[src/rtl/fifo_pkg.sv]
// Types and default sizes shared by the synchronous FIFO and its write-side feeders.
package fifo_pkg;

  typedef enum logic {
    ST_IDLE = 1'b0,
    ST_SEND = 1'b1
  } state_t;

  localparam int FIFO_WIDTH = 4;
  localparam int FIFO_DEPTH = 16;

endpackage

[src/rtl/fifo_wr_unpacker.sv]
// Splits each accepted wide word into RATIO slices and writes them to the FIFO one per
// cycle, stalling on full; also keeps a sticky copy of the FIFO error flag.
module fifo_wr_unpacker
  import fifo_pkg::*;
#(
  parameter int WIDTH     = FIFO_WIDTH,
  parameter int RATIO     = 4,
  parameter bit LSB_FIRST = 1'b1,
  localparam int IN_WIDTH  = WIDTH * RATIO,
  localparam int IDX_WIDTH = $clog2(RATIO)
) (
  input  logic                 clk_i,
  input  logic                 rst_i,
  input  logic                 s_valid_i,
  input  logic [IN_WIDTH-1:0]  s_data_i,
  output logic                 s_ready_o,
  output logic                 wr_en_o,
  output logic [WIDTH-1:0]     wdata_o,
  input  logic                 full_i,
  input  logic                 error_i,
  output logic                 busy_o,
  output logic                 err_o,
  output logic [IDX_WIDTH-1:0] slice_idx_o
);

  localparam logic [IDX_WIDTH-1:0] IDX_LAST = IDX_WIDTH'(RATIO - 1);

  state_t                state_q, state_d;
  logic [IN_WIDTH-1:0]   hold_q, hold_d;
  logic [IDX_WIDTH-1:0]  idx_q, idx_d;
  logic                  err_q, err_d;
  logic [WIDTH-1:0]      slice_w [RATIO];

  // slice_w[n] is the n-th slice in write order, so the mux only needs idx.
  for (genvar gi = 0; gi < RATIO; gi++) begin : g_slice
    localparam int SRC = LSB_FIRST ? gi : (RATIO - 1 - gi);
    assign slice_w[gi] = hold_q[SRC*WIDTH +: WIDTH];
  end

  always_comb begin
    state_d   = state_q;
    hold_d    = hold_q;
    idx_d     = idx_q;
    s_ready_o = 1'b0;
    wr_en_o   = 1'b0;
    wdata_o   = '0;
    unique case (state_q)
      ST_IDLE: begin
        s_ready_o = 1'b1;
        if (s_valid_i) begin
          hold_d  = s_data_i;
          idx_d   = '0;
          state_d = ST_SEND;
        end
      end
      ST_SEND: begin
        wr_en_o = ~full_i;
        wdata_o = slice_w[idx_q];
        if (!full_i) begin
          if (idx_q == IDX_LAST) begin
            // Last slice leaves this cycle: take the next word with no bubble.
            s_ready_o = 1'b1;
            idx_d     = '0;
            if (s_valid_i) begin
              hold_d = s_data_i;
            end else begin
              state_d = ST_IDLE;
            end
          end else begin
            idx_d = idx_q + 1'b1;
          end
        end
      end
      default: state_d = ST_IDLE;
    endcase
  end

  assign err_d = err_q | error_i;

  always_ff @(posedge clk_i) begin
    if (rst_i) begin
      state_q <= ST_IDLE;
      hold_q  <= '0;
      idx_q   <= '0;
      err_q   <= 1'b0;
    end else begin
      state_q <= state_d;
      hold_q  <= hold_d;
      idx_q   <= idx_d;
      err_q   <= err_d;
    end
  end

  assign busy_o      = (state_q == ST_SEND);
  assign slice_idx_o = idx_q;
  assign err_o       = err_q;

endmodule

[config.mk]
export PLATFORM = sky130hd
export DESIGN_NAME = fifo_wr_unpacker
export DESIGN_NICKNAME = d
export VERILOG_FILES = /design/src/rtl/fifo_pkg.sv /design/src/rtl/fifo_wr_unpacker.sv
export SDC_FILE = /design/constraint.sdc
export NUM_CORES = 1
export LEC_CHECK = 0
export ABC_AREA = 1
export BUFFER_PORTS_ARGS = -buffer_cell sky130_fd_sc_hd__buf_4
export CELL_PAD_IN_SITES_DETAIL_PLACEMENT = 1
export CELL_PAD_IN_SITES_GLOBAL_PLACEMENT = 1
export CORE_ASPECT_RATIO = 0.75
export CORE_MARGIN = 3
export CORE_UTILIZATION = 30
export DETAILED_ROUTE_END_ITERATION = 8
export PLACE_DENSITY = 0.68
export SYNTH_ARGS = -nofsm -noshare
export SYNTH_HDL_FRONTEND = slang
export SYNTH_SLANG_ARGS = --single-unit
[constraint.sdc]
create_clock -name clk_i -period 1.21 [get_ports clk_i]
set_clock_uncertainty 0.1 [all_clocks]
set_input_delay 0.363 -clock clk_i [delete_from_list [all_inputs] [get_ports clk_i]]
set_output_delay 0.363 -clock clk_i [all_outputs]
set_load 0.01 [all_outputs]
==> impl_metrics.ini <==
[status]
outcome = complete, but fails checks
violations = setup timing

[finish]
finish.utilization_pct = 53.6
finalNonFillerCells = 289
antenna-diode-count = 0
register_area_um2 = 413
nets = 262
syn_to_final_growth_pct = 62.1
drive_above_1_share_pct = 48.1
fill_cells = 454
multi_input_area_um2 = 679

[grt]
grt_pass1_wl_mm = 6.07
grt-ovfl-total = 0
grt_pass1_vias = 1308
grt_max_degree = 13
track_usage_pct = 17.0
antenna_found_initial = 0

[sta]
worst_pin_slew_ns = 0.261
hold_viol = 0
final-setup-viol-count = 25
rsz0062_at_grt = true
period_minus_slack_ns = 1.65
drv_slew = 0
setup_slack_ns = -0.435
post-route-period-util_pct = 136
fmax_mhz = 608
timing.slew.headroom_pct = 82.6

[pwr]
p_sw_uw = 585
ir_worst_vdd_mv = 0.450
seqPwrFrac_pct = 40.8
clkPwrFrac_pct = 26.0
power_leakage_nw = 0.985
power_frac_comb_pct = 33.2
p_int_mw = 1.22
power_density_nw_per_um2 = 963
switching_share_pct = 32.5

[routing]
drt-pass1-iter-count = 4
via_count = 1305
vias_per_cell = 4.52
ant_nets = 0
routed_wl_mm = 3.88
wl_per_cell_um = 13.4
drt_iter0_markers = 41
drc = 0

[cts]
cts_max_level = 1
cts_buffers = 3
cts_tree = built
clkSinkCount = 20
clk_path_buf_depth = 2
path_clk_slew_ns = 0.08
root_buffer = clkbuf_8
holdBufCountCts = 0
clock_latency_ns = 0.26

[logic_synthesis]
synth_seq_cells = 20
yosysWarnings = 0
netlist_area_um2 = 1150
yosysSeqAreaShare_pct = 34.7
avgSynthCellArea_um2 = 6.01
ys_types = 15
syn_inst = 192
syn_nets = 214

[place]
place_congestion = 0.835
hpwl_mm = 2.76
place_inst = 281
port_buffers = 30

[die]
die_w_um = 77.6
fp.dieH_um = 59.7
fp-row-count = 18
pin_count = 31
dieArea_um2 = 4640
initial_core_util_pct = 33.1
coreArea_um2 = 3490

[critical_path]
crit_fanout = 5
critical_path_required_ns = 0.75
critPathKind = reg2out
arrival_ns = 1.18
cp-end-kind = output port
startpoint_type = flip-flop

[run]
cap_viol_max_count = 0

[min_path]
hp-class = in2reg
## power groups by stage
stage,clock [mW],combinational [mW],sequential (mW)
floorplan,0,0.268,0.745
global placement,0,0.460,0.745
detailed placement,0,0.470,0.748
CTS,0.489,0.512,0.732
global route,0.508,0.663,0.740
finish,0.469,0.598,0.734
## state kept, by name, indices dropped and copies added, names as in the netlist
name	cells
hold_q	16
slice_idx_o	2
busy_o	1
err_o	1
## worst paths after layout
check	slack, ns	start	to	cells past startpoint
setup / recovery	-0.44	slice_idx_o[0]	wdata_o[1]	5
hold / removal	0.17	rst_i	slice_idx_o[1]	2
setup reg to reg	-0.13	slice_idx_o[0]	hold_q[10]	8
hold reg to reg	0.38	err_o	err_o	2
## metal layers
layer	wire length, µm	share of wire (%)	GRT usage [%]	vias to the layer above
met4	30	0.77	4.57	0
li1	-	-	-	665
met5	0	0	0	-
met3	124	3.2	4.07	4
met1	1760	45	20.5	615
met2	1970	51	30.7	21
## cell type report
type | count | area share, %
Sequential cell | 20 | 22.1
Timing Repair Buffer | 49 | 23.9
Clock buffer | 4 | 2.41
Multi-Input combinational cell | 109 | 36.3
Inverter | 57 | 12.0
Tap cell | 50 | 3.34
## stage by stage
step | setup WS (ns) | setup TNS [ns] | power (mW) | area [µm²] | hold WS (ns)
after global routing | -0.494 | -6.42 | 1.91 | 1870 | 0.169
final | -0.435 | -4.77 | 1.80 | 1870 | 0.175
after CTS | -0.438 | -4.57 | 1.73 | 1730 | 0.165
after floorplan | -0.119 | -0.644 | 1.01 | 1190 | 0.322
after global placement | -0.143 | -2.54 | 1.21 | 1590 | 0.349
after detailed placement | -0.168 | -2.93 | 1.22 | 1590 | 0.380
## Yosys cell counts
master	instances	area, µm²
nand4_1	16	100
nor2_1	19	71.3
ha_1	1	12.5
nand2_2	2	12.5
clkinv_1	2	7.51
o21ai_0	2	10.0
inv_1	55	206
nand2_1	52	195
buf_6	1	11.3
a21oi_1	6	30.0
buf_4	2	15.0
buf_2	4	20.0
nand3_4	1	17.5
dfxtp_1	20	400
nand3_1	9	45.0
## layout by cell type, fill, tap and decap left out, types with 2 or more instances in the layout
cell	n
inv_1	41
buf_6	9
a21oi_1	2
nand2_4	5
nand3_4	2
nand3_1	2
buf_4	36
nand2_1	30
a21oi_2	4
dfxtp_1	16
inv_2	13
dfxtp_4	3
buf_12	3
nor2_2	4
nand4_1	16
nor2_1	15
clkbuf_8	3
nand2_2	19
nand3_2	7
## critical path: stages (launching register included)
cell     delay (ns)
dfxtp_4        0.39
buf_6          0.14
nand2_1        0.06
nand3_1        0.07
a21oi_2        0.12
buf_4          0.13
## cells by family after synthesis
logic type      after synthesis  synth area share (%)
compound gates                8                  3.47
fa+ha+maj                     1                  1.08
simple gates                 99                  38.2
flops                        20                  34.7
buf+inv                      64                  22.5
## repair_timing
action | 4_1_cts | 5_1_grt
gates cloned | 1 | 0
pin swaps | 10 | 35
gates resized for setup | 24 | 48
buffers inserted | 0 | 3
setup endpoints to repair | 26 | 27
(Power assumes the default switching activity.)
